--- src/rtl/pll_seq_pkg.sv ---
// Shared types and constants for the PLL reset sequencer.
package pll_seq_pkg;

    // Bring-up sequencer states
    typedef enum logic [2:0] {
        RESET_PLL,
        WAIT_LOCK,
        STABLE,
        RELEASE,
        RUN,
        FAIL
    } state_t;

    // Width of the saturating lock-loss counter
    localparam int LOSS_CNT_W = 8;

endpackage

--- src/rtl/lock_sync.sv ---
// Two-flop synchronizer for the PLL locked indication.
// Only compiled when PLL_LOCK_SYNC_EN is defined; the sequencer uses the raw
// locked input otherwise, so this module has no user in the default build.
`ifdef PLL_LOCK_SYNC_EN
module lock_sync (
    input  logic clk,
    input  logic rst,
    input  logic d,
    output logic q
);

    logic meta;

    // Resample the asynchronous input twice; both flops clear to "not locked"
    always_ff @(posedge clk or posedge rst) begin
        if (rst) begin
            meta <= 1'b0;
            q    <= 1'b0;
        end else begin
            meta <= d;
            q    <= meta;
        end
    end

endmodule
`endif

--- src/rtl/pll_reset_sequencer.sv ---
// PLL bring-up sequencer: pulses the PLL reset, qualifies lock, then releases
// the per-domain resets one at a time. Handles lock timeout with retries,
// lock loss after release, and software relock requests.
// Optional macro PLL_LOCK_SYNC_EN: route pll_locked through a 2-flop
// synchronizer (lock-related transitions then lag by two refclk cycles).
module pll_reset_sequencer
    import pll_seq_pkg::*;
#(
    parameter int NUM_DOMAINS         = 5,
    parameter int RST_CYCLES          = 16,
    parameter int LOCK_STABLE_CYCLES  = 1024,
    parameter int LOCK_TIMEOUT_CYCLES = 65536,
    parameter int STAGGER_CYCLES      = 8,
    parameter int MAX_RETRIES         = 3
) (
    input  logic                               refclk,
    input  logic                               rst,
    input  logic                               pll_locked,
    input  logic                               relock_req,
    output logic                               pll_rst,
    output logic [NUM_DOMAINS-1:0]             domain_rst,
    output logic                               ready,
    output logic                               fail,
    output logic [$clog2(MAX_RETRIES+1)-1:0]   retry_cnt,
    output logic [LOSS_CNT_W-1:0]              lock_loss_cnt
);

    // One shared cycle counter, sized for the longest interval it must time
    localparam int MAX_AB  = (RST_CYCLES > LOCK_STABLE_CYCLES) ? RST_CYCLES : LOCK_STABLE_CYCLES;
    localparam int MAX_CD  = (LOCK_TIMEOUT_CYCLES > STAGGER_CYCLES) ? LOCK_TIMEOUT_CYCLES : STAGGER_CYCLES;
    localparam int MAX_CYC = (MAX_AB > MAX_CD) ? MAX_AB : MAX_CD;
    localparam int CNT_W   = (MAX_CYC > 1) ? $clog2(MAX_CYC) : 1;
    localparam int IDX_W   = (NUM_DOMAINS > 1) ? $clog2(NUM_DOMAINS) : 1;
    localparam int RW      = $clog2(MAX_RETRIES + 1);

    localparam logic [CNT_W-1:0] RST_LAST     = CNT_W'(RST_CYCLES - 1);
    localparam logic [CNT_W-1:0] STABLE_LAST  = CNT_W'(LOCK_STABLE_CYCLES - 1);
    localparam logic [CNT_W-1:0] TIMEOUT_LAST = CNT_W'(LOCK_TIMEOUT_CYCLES - 1);
    localparam logic [CNT_W-1:0] STAGGER_LAST = CNT_W'(STAGGER_CYCLES - 1);
    localparam logic [IDX_W-1:0] IDX_LAST     = IDX_W'(NUM_DOMAINS - 1);
    localparam logic [RW-1:0]    RETRY_LIMIT  = RW'(MAX_RETRIES);

    state_t           state;
    logic [CNT_W-1:0] cnt;
    logic [IDX_W-1:0] idx;
    logic             locked_s;

    // Saturating increment so the loss count sticks at all ones
    function automatic logic [LOSS_CNT_W-1:0] sat_inc(input logic [LOSS_CNT_W-1:0] v);
        return (v == {LOSS_CNT_W{1'b1}}) ? v : v + 1'b1;
    endfunction

`ifdef PLL_LOCK_SYNC_EN
    lock_sync u_lock_sync (
        .clk (refclk),
        .rst (rst),
        .d   (pll_locked),
        .q   (locked_s)
    );
`else
    assign locked_s = pll_locked;
`endif

    // Sequencer FSM; every output is registered alongside the state
    always_ff @(posedge refclk or posedge rst) begin
        if (rst) begin
            state         <= RESET_PLL;
            cnt           <= '0;
            idx           <= '0;
            pll_rst       <= 1'b1;
            domain_rst    <= '1;
            ready         <= 1'b0;
            fail          <= 1'b0;
            retry_cnt     <= '0;
            lock_loss_cnt <= '0;
        end else if (relock_req) begin
            // Relock wins over everything but reset and never counts as a loss
            state      <= RESET_PLL;
            cnt        <= '0;
            idx        <= '0;
            pll_rst    <= 1'b1;
            domain_rst <= '1;
            ready      <= 1'b0;
            fail       <= 1'b0;
            retry_cnt  <= '0;
        end else if ((state == RELEASE || state == RUN) && !locked_s) begin
            // Lock lost after release began: pull every domain back into reset
            state         <= RESET_PLL;
            cnt           <= '0;
            idx           <= '0;
            pll_rst       <= 1'b1;
            domain_rst    <= '1;
            ready         <= 1'b0;
            retry_cnt     <= '0;
            lock_loss_cnt <= sat_inc(lock_loss_cnt);
        end else begin
            case (state)
                RESET_PLL: begin
                    pll_rst <= 1'b1;
                    if (cnt == RST_LAST) begin
                        state   <= WAIT_LOCK;
                        cnt     <= '0;
                        pll_rst <= 1'b0;
                    end else begin
                        cnt <= cnt + 1'b1;
                    end
                end
                WAIT_LOCK: begin
                    if (locked_s) begin
                        state <= STABLE;
                        cnt   <= '0;
                    end else if (cnt == TIMEOUT_LAST) begin
                        cnt <= '0;
                        if (retry_cnt == RETRY_LIMIT) begin
                            state      <= FAIL;
                            pll_rst    <= 1'b1;
                            domain_rst <= '1;
                            fail       <= 1'b1;
                        end else begin
                            state     <= RESET_PLL;
                            pll_rst   <= 1'b1;
                            retry_cnt <= retry_cnt + 1'b1;
                        end
                    end else begin
                        cnt <= cnt + 1'b1;
                    end
                end
                STABLE: begin
                    // Any dropout restarts both qualification and the timeout
                    if (!locked_s) begin
                        state <= WAIT_LOCK;
                        cnt   <= '0;
                    end else if (cnt == STABLE_LAST) begin
                        state <= RELEASE;
                        cnt   <= '0;
                        idx   <= '0;
                    end else begin
                        cnt <= cnt + 1'b1;
                    end
                end
                RELEASE: begin
                    if (cnt == STAGGER_LAST) begin
                        cnt             <= '0;
                        domain_rst[idx] <= 1'b0;
                        if (idx == IDX_LAST) begin
                            state     <= RUN;
                            ready     <= 1'b1;
                            retry_cnt <= '0;
                        end else begin
                            idx <= idx + 1'b1;
                        end
                    end else begin
                        cnt <= cnt + 1'b1;
                    end
                end
                RUN: begin
                    state <= RUN;
                end
                FAIL: begin
                    pll_rst    <= 1'b1;
                    domain_rst <= '1;
                    fail       <= 1'b1;
                end
                default: begin
                    state   <= RESET_PLL;
                    cnt     <= '0;
                    pll_rst <= 1'b1;
                end
            endcase
        end
    end

endmodule

--- config.mk ---
export PLATFORM = sky130hd
export DESIGN_NAME = pll_reset_sequencer
export DESIGN_NICKNAME = d
export VERILOG_FILES = /design/src/rtl/pll_seq_pkg.sv /design/src/rtl/lock_sync.sv /design/src/rtl/pll_reset_sequencer.sv
export SDC_FILE = /design/constraint.sdc
export NUM_CORES = 1
export LEC_CHECK = 0
export CORE_ASPECT_RATIO = 0.7
export CORE_UTILIZATION = 39
export DETAILED_ROUTE_END_ITERATION = 8
export PLACE_DENSITY = 0.55
export REMOVE_ABC_BUFFERS = 1
export SYNTH_ARGS = -nofsm -noshare
export SYNTH_HDL_FRONTEND = slang
export SYNTH_SLANG_ARGS = --single-unit
--- constraint.sdc ---
create_clock -name refclk -period 6.81 [get_ports refclk]
set_input_delay 1.362 -clock refclk [delete_from_list [all_inputs] [get_ports refclk]]
set_output_delay 1.362 -clock refclk [all_outputs]
set_load 0.1 [all_outputs]
Word-level counts from Yosys, hierarchy flattened
Cells that the tools add are included.
{"block": "word_totals", "ff_bits": 40, "in_bits": 4, "elab_cells": 133}
{"block": "op_classes", "n_addsub": 4, "mux": 61, "bitwise": 4, "eq_ne": 31, "n_lt_le_gt_ge": 2, "reduce_logical": 22}
{"operator": "$mux W16", "count": 8}
{"operator": "$pmux W16 S5", "count": 1}
{"operator": "$mux W3", "count": 16}
{"operator": "$ne A4 B4 Y1 const B", "count": 8}
{"operator": "$mux W5", "count": 6}
{"operator": "$pmux W3 S6", "count": 1}
{"operator": "$add A16 B1 Y16 const B", "count": 1}
{"operator": "$eq A16 B10 Y1 const B", "count": 1}
{"operator": "$eq A16 B16 Y1 const B", "count": 1}
{"operator": "$eq A16 B3 Y1 const B", "count": 1}
{"operator": "$eq A16 B4 Y1 const B", "count": 1}
{"operator": "$mux W1", "count": 16}
{"operator": "$pmux W5 S3", "count": 1}
{"operator": "$reduce_and A5 Y1", "count": 3}
{"operator": "$mux W2", "count": 7}
{"operator": "$ne A3 B3 Y1 const B", "count": 4}
{"operator": "$reduce_and A6 Y1", "count": 2}
{"operator": "$reduce_bool A3 Y1", "count": 4}
{"operator": "$ne A5 B5 Y1 const B", "count": 2}
{"operator": "$eq A3 B3 Y1 const B", "count": 3}
{"operator": "$reduce_and A3 Y1", "count": 3}
{"operator": "$add A8 B1 Y8 const B", "count": 1}
{"operator": "$eq A8 B8 Y1 const B", "count": 1}
{"operator": "$ne A4 B2 Y1 const B", "count": 2}
{"operator": "25 further kinds", "count": 30}

Longest topological paths before layout
Gate-level depths: netlist of the first run.
{"block": "depth", "ltp_word": 10, "depth_mapped": 9, "ltp_nobuf": 8}

Least setup slack after synthesis of the first run
No wires, ideal clock.
{"block": "synth_path", "path_kind": "input -> register", "start": "input pll_locked", "end": "register state[2]", "path_buffers": 1, "slack_ns": 4.104, "t_arrival_ns": 2.584, "stages": 7, "required_ns": 6.688, "setup_ns": 0.122, "cell_sequence": "clkbuf_1 inv_1 nor2_1 nand3_1 nor2_1 nor3_1 a32o_1"}
{"block": "synth_between", "elab_chain_len": 4}
{"item": "from (decl)", "line": "pll_reset_sequencer.sv:18", "text": "input logic pll_locked,"}
{"item": "$mux W3, or another cell as far along", "line": "pll_reset_sequencer.sv:130", "text": "if (!locked_s) begin"}
{"item": "$pmux W3 S6 or $logic_and A1 B1 Y1 (tied branches)", "line": "pll_reset_sequencer.sv:97, pll_reset_sequencer.sv:86"}
{"item": "$mux W3, or another cell as far along", "line": "pll_reset_sequencer.sv:86", "text": "end else if ((state == RELEASE || state == RUN) && !locked_s) begin"}
{"item": "$mux W3 or $reduce_and A6 Y1 (tied branches)"}
{"item": "to (signal assigned)", "line": "pll_reset_sequencer.sv:78", "text": "state <= RESET_PLL;"}
{"item": "to (signal assigned)", "line": "pll_reset_sequencer.sv:88", "text": "state <= RESET_PLL;"}
{"item": "to (signal assigned)", "line": "pll_reset_sequencer.sv:131", "text": "state <= WAIT_LOCK;"}
{"item": "to (decl)", "line": "pll_reset_sequencer.sv:43", "text": "state_t state;"}
Parallel ways exist; a longest one is shown, timed or not.
A chain may end at the register's enable or synchronous reset.

Worst setup path in the final report of the first run
{"block": "layout_path", "start": "input pll_locked", "end": "register cnt[11]"}
{"block": "layout_between", "elab_chain_len": 4}
{"item": "$mux W16, or another cell as far along", "line": "pll_reset_sequencer.sv:130"}
{"item": "$pmux W16 S5 or $logic_and A1 B1 Y1 (tied branches)", "line": "pll_reset_sequencer.sv:97, pll_reset_sequencer.sv:86"}
{"item": "$mux W16", "line": "pll_reset_sequencer.sv:86"}
{"item": "$mux W16", "line": "pll_reset_sequencer.sv:76", "text": "end else if (relock_req) begin"}
{"item": "to (signal assigned)", "line": "pll_reset_sequencer.sv:105", "text": "cnt <= cnt + 1'b1;"}
{"item": "to (signal assigned)", "line": "pll_reset_sequencer.sv:125", "text": "cnt <= cnt + 1'b1;"}
{"item": "to (signal assigned)", "line": "pll_reset_sequencer.sv:138", "text": "cnt <= cnt + 1'b1;"}
{"item": "to (decl)", "line": "pll_reset_sequencer.sv:44", "text": "logic [CNT_W-1:0] cnt;"}
Parallel ways exist; a longest one is shown, timed or not.

==> results of run 1 <==
-- metrics by stage --
stage	total power, mW	util, %	setup WS (ns)
after floorplan	0.5405	-	4.115
after global placement	0.6132	45.61	3.229
after detailed placement	0.6125	45.61	3.160
after CTS	0.7818	47.16	3.437
after global routing	0.8205	47.16	3.172
final	0.7749	47.16	3.416
-- flip-flops by register name, indices dropped and copies added (netlist names) --
register,flops
idx,3
lock_loss_cnt,8
fail,1
retry_cnt,2
ready,1
state,3
cnt,16
pll_rst,1
domain_rst,5
-- cell usage in the layout (no fill, tap or decap), types with 2 or more instances in the layout --
master / netlist / layout
ha_1: 5 / 5
nor4_2: 2 / 2
a21o_1: 4 / 4
a41oi_1: 2 / 2
buf_4: 0 / 2
nand2_1: 27 / 27
clkbuf_1: 6 / 2
nor2_1: 22 / 22
nand2b_1: 7 / 7
o21ai_1: 3 / 3
mux2_2: 5 / 5
xor2_1: 3 / 3
a31oi_1: 10 / 10
nand3b_1: 3 / 3
clkbuf_8: 0 / 6
a22o_1: 4 / 4
dfstp_2: 6 / 6
o31ai_1: 2 / 2
inv_1: 13 / 13
nor3_1: 4 / 4
mux2i_1: 3 / 3
nor3_2: 2 / 2
mux2_4: 2 / 2
or4_4: 2 / 2
nand3_1: 11 / 11
and3_1: 10 / 10
o21bai_1: 2 / 2
o21ai_0: 8 / 8
dfrtp_1: 34 / 34
o41ai_1: 5 / 5
a21oi_1: 11 / 11
nand4_1: 8 / 8
xnor2_1: 6 / 6
clkdlybuf4s50_1: 0 / 21
-- layer usage --
metal | vias to the layer above | global-route usage (%) | wire [um]
li1 | 989 | - | -
met1 | 968 | 30.54 | 2984
met2 | 59 | 25.00 | 2143
met3 | 7 | 3.829 | 283
met4 | 0 | 5.597 | 65
met5 | - | 0 | 0
-- report_power, final --
| part | total, mW | internal (mW) | switching [mW] |
|---|---|---|---|
| Sequential | 0.310 | 0.266 | 0.0445 |
| Clock | 0.164 | 0.0827 | 0.0817 |
| Combinational | 0.300 | 0.0976 | 0.203 |
-- cell families after synthesis --
family / count (synthesis) / share of synthesized area (%)
fa+ha+maj: 5 / 2.618
xor+xnor: 9 / 3.299
mux: 10 / 4.869
simple gates: 104 / 23.09
compound gates: 64 / 19.48
flops: 40 / 42.20
buf+inv: 25 / 4.450
-- cell type report --
cell class                 count  share of cell area (%)
clock buffer                   8                   3.286
inverter                      13                   1.780
multi-input combinational    192                   46.51
sequential                    40                   36.79
tap                           75                   3.423
timing repair buffer          23                   8.215
-- final timing paths --
check,cells after the start,from,end,slack (ns)
hold / removal,2,domain_rst[3]$_DFFE_PP1P_,domain_rst[3]$_DFFE_PP1P_,0.47
setup reg to reg,7,cnt[0]$_DFFE_PP0P_,cnt[15]$_DFFE_PP0P_,4.04
hold reg to reg,2,domain_rst[3]$_DFFE_PP1P_,domain_rst[3]$_DFFE_PP1P_,0.47
setup / recovery,7,pll_locked,cnt[11]$_DFFE_PP0P_,3.42
min in group asynchronous,3,rst,cnt[1]$_DFFE_PP0P_,1.48
max in group asynchronous,3,rst,pll_rst$_DFFE_PP1P_,4.93
-- worst min-delay path, delay by kind of cell, from the launching register on --
kind	cells	cell delay (ns)
compound gates	1	0.05
flops	1	0.37
simple gates	1	0.05
==> impl_metrics.ini, run 1 <==
[clocking]
cts_root_buf = clkbuf_8
clockBufferDepth = 2
post_cts_resized = 0
clock-sinks = 40
htree_levels = 2
post_cts_buffers = 0
cts_tree = yes
clk_latency_ns = 0.29
holdBufCountCts = 0
cts-buffers-inserted = 5
clk_pin_slew_ns = 0.08

[cells_and_area]
layout-drive-gt1-share_pct = 11.23
final_nets = 284
layout.cells.non_filler = 351
ff_latch_area_sq_mm = 0.001008
diodes = 0
multiInputGateArea_sq_mm = 0.001275
final_cell_area_sq_mm = 0.002741
syn_to_final_growth_pct = 14.71
fillers = 564

[critical_path]
max_stage_delay_ns = 0.68
path_cells = clkdlybuf4s50_1, nor2_1, nand2b_1, o21bai_1, a41oi_4, a31oi_1, a31oi_1
cpMostUsedCell = a31oi_1
startpoint_type = primary input
crit_required_ns = 7.02
crit_arrival_ns = 3.60
endpoint_kind = flip-flop
crit_family = compound AO/OA/AOI/OAI gates
crit_path_max_fanout = 27
path_class = primary input to flip-flop
cp_slowest_cell = a41oi_4
cp.buffers_inverters = 1

[placed_design]
placed_area_sq_mm = 0.002651
port_buffers = 21
post-place-cells = 343
place_congestion = 0.8407
hpwlAfterDp_um = 3776

[routing]
num_vias = 2023
routedWlPerCell_um = 15.60
dr.pass1.iters = 4
wl_um = 5476
remaining_drc_errors = 0
final_antenna_net_count = 0
vias_per_cell = 5.764
drtIter0Drc = 214

[sta]
slew_violations = 0
tns_ns = 0
fin_hold_ws_ns = 0.4704
relSlewSlack_pct = 34.71
fin_skew_ns = 0.004943
finalHoldViolations = 0
fin_crit_ns = 3.394
rsz0062_at_grt = no
tightest_slew_ns = 0.9762
finalSetupViolCount = 0
timing.fmax_mhz = 294.6
finalCritPeriodShare_pct = 49.84

[synth]
yosysMostFrequentCell = dfrtp_1
yosys.area.top_type = dfrtp_1
yosysSeqAreaShare_pct = 42.20
syn_inst = 257
synth_top_area_share_pct = 35.60
synth_common_cells = 34 x dfrtp_1, 27 x nand2_1, 22 x nor2_1
synth_edf_count = 0
ys_ff_latch = 40
synthArstFlopShare_pct = 100.0
ys_top_cells_by_area = dfrtp_1 36%, dfstp_2 6.6%, nand2_1 4.2%
yosysWarnings = 0
avgSynthCellArea_sq_um = 9.299
synthFlopType = dfrtp_1
yosysUniqueCellTypes = 53
synthesis.area_sq_mm = 0.002390

[floorplanning]
num_rows = 23
io_pins = 22
die-height_um = 67.50
coreArea_sq_mm = 0.005813
fp.dieArea_sq_mm = 0.006450
fp.dieW_um = 95.56
initial_core_util_pct = 41.11

[run]
cap_violations = 0

[status]
status = finished, final reports clean

[grt]
antenna_found_initial = 0
grt_pass1_wl_um = 9287
grt_max_degree = 41
track_usage_pct = 19.05
grt.overflow.total = 0
grt_pass1_vias = 1802

[pwr]
power_density_mw_per_mm2 = 282.7
leakage_nw = 1.204
peakVddDrop_uv = 206.9

[worst_hold_path]
hold_class = flip-flop to flip-flop
No activity file was read; power rests on OpenSTA's default activity.
==> inputs of run 2 (changes only) <==
==> constraint.sdc (replaced) <==
create_clock -name refclk -period 3.18 [get_ports refclk]
set_input_delay 0.636 -clock refclk [delete_from_list [all_inputs] [get_ports refclk]]
set_output_delay 0.636 -clock refclk [all_outputs]
set_load 0.1 [all_outputs]
==> run 2 against run 1 <==
  * Sequential power is 110% higher
  * Clock-buffer cell count is 1 lower
  * Non-clock buffer count is 2 higher
  * First-iteration DRC count is 45% lower
  * Final area is 1.4% lower
  * Clock power is 100% higher
  * Routed wire length is 0.73% higher
  * Sequential share of layout area is 0.53 points higher
  * Die area stayed put
  * Register-to-register slack worse by 3.4 ns
  * Clock skew is 0.00051 ns higher
  * Worst hold slack worse by 0.0017 ns
  * Largest power group unchanged
==> impl_metrics.ini, run 2 (synthesis results as in run 1) <==
[pwr]
peakVddDrop_uv = 461.6
power_mw = 1.633
leakage_nw = 1.233
power_density_mw_per_mm2 = 604.3

[worst_hold_path]
min_to = domain_rst[1]$_DFFE_PP1P_
hold_path.startpoint = domain_rst[1]$_DFFE_PP1P_
hold_class = flip-flop to flip-flop
min_path_cells = 2

[floorplanning]
die-height_um = 67.50
coreArea_sq_mm = 0.005813
initial_core_util_pct = 41.11
io_pins = 22
fp.dieW_um = 95.56
num_rows = 23
fp.dieArea_sq_mm = 0.006450

[critical_path]
crit_required_ns = 3.35
crit_arrival_ns = 2.72
startpoint_type = flip-flop
path_class = flip-flop to flip-flop
endpoint_kind = flip-flop
max_stage_delay_ns = 0.59
crit_path_max_fanout = 27
worstReg2RegEnd = cnt[15]$_DFFE_PP0P_
path_cells = or4_4, nor4_2, or2_2, a41oi_4, buf_4, and3_1, a221o_1
r2r_setup_slack_ns = 0.63
reg2regPathDepth = 7
r2r-start = cnt[5]$_DFFE_PP0P_
cp_slowest_cell = or4_4

[sta]
timing.fmax_mhz = 392.8
finalSetupViolCount = 0
tns_ns = 0
fin_crit_ns = 2.546
rsz0062_at_grt = no
tightest_slew_ns = 0.6562
slew_violations = 0
fin_hold_ws_ns = 0.4687
relSlewSlack_pct = 55.88
finalCritPeriodShare_pct = 80.06
fin_skew_ns = 0.005453
finalHoldViolations = 0

[routing]
remaining_drc_errors = 0
drtIter0Drc = 118
dr.pass1.iters = 4
num_vias = 1973
vias_per_cell = 5.589
routedWlPerCell_um = 15.63
final_antenna_net_count = 0
wl_um = 5516

[cells_and_area]
final_nets = 286
final_cell_mix = 34 x dfrtp_1, 27 x nand2_1, 22 x nor2_1, 22 x buf_4, 13 x inv_1
largest-register = cnt
post-route-util_pct = 46.49
layout_commonest_cell = dfrtp_1
syn_to_final_growth_pct = 13.09
reg_top3 = cnt (16), lock_loss_cnt (8), domain_rst (5)
final_cell_area_sq_mm = 0.002703
layout-drive-gt1-share_pct = 18.35
largest_reg_flops = 16
diodes = 0

[placed_design]
placed_area_sq_mm = 0.002621
place_congestion = 0.8953
port_buffers = 21
hpwlAfterDp_um = 3851

[clocking]
clk_latency_ns = 0.29
cts_tree = yes
htree_levels = 2
clockBufferDepth = 2
clk_pin_slew_ns = 0.08
post_cts_resized = 0
cts-buffers-inserted = 5
cts_root_buf = clkbuf_8
clock-sinks = 40
post_cts_buffers = 0
holdBufCountCts = 0

[grt]
track_usage_pct = 18.31
grt_pass1_vias = 1750
grt_pass1_wl_um = 8935
grt_max_degree = 41
antenna_found_initial = 0
grt.overflow.total = 0

[status]
status = finished, final reports clean

[run]
cap_violations = 0
[run 2: final cells by class]
type                    count  area, sq um
clock buffers               7        76.32
clock inverters             1        5.005
fillers                   565         3110
inverters                  13        48.80
multi-input cells         192         1275
flip-flops and latches     40         1008
well taps                  75        93.84
repair buffers             25        195.2
[run 2: worst max-delay path, delay by kind of cell (launching register included)]
kind	cells	cell delay, ns
buffers and inverters	1	0.26
flip-flops	1	0.45
AND/OR/NAND/NOR	4	1.38
AO/OA/AOI/OAI	2	0.34
[run 2: layer usage]
layer / global-route usage, % / vias to the layer above / wire (um)
li1: - / 988 / -
met1: 29.64 / 932 / 3040
met2: 24.55 / 51 / 2150
met3: 4.054 / 2 / 301
met4: 2.799 / 0 / 22
met5: 0 / - / 0
[run 2: report_power, final]
part           internal (mW)  total [mW]  switching, mW
sequential             0.569       0.661         0.0919
clock                  0.154       0.330          0.176
combinational          0.204       0.642          0.438
[run 2: stage by stage]
step / cells / worst slack (ns)
6_report: 353 / 0.6342
5_1_grt: 353 / 0.4743
4_1_cts: 353 / 0.6401
3_5_place_dp: 345 / 0.4757
3_3_place_gp: 345 / 0.4916
2_1_floorplan: 245 / 0.8618
[run 2: worst max path at each step]
stage,start,end,depth (start not counted)
2_1_floorplan,cnt[5]$_DFFE_PP0P_,cnt[15]$_DFFE_PP0P_,6
3_3_place_gp,pll_locked,cnt[15]$_DFFE_PP0P_,8
3_5_place_dp,pll_locked,cnt[15]$_DFFE_PP0P_,8
4_1_cts,cnt[5]$_DFFE_PP0P_,cnt[15]$_DFFE_PP0P_,7
5_1_grt,cnt[5]$_DFFE_PP0P_,cnt[15]$_DFFE_PP0P_,7
6_report,cnt[5]$_DFFE_PP0P_,cnt[15]$_DFFE_PP0P_,7
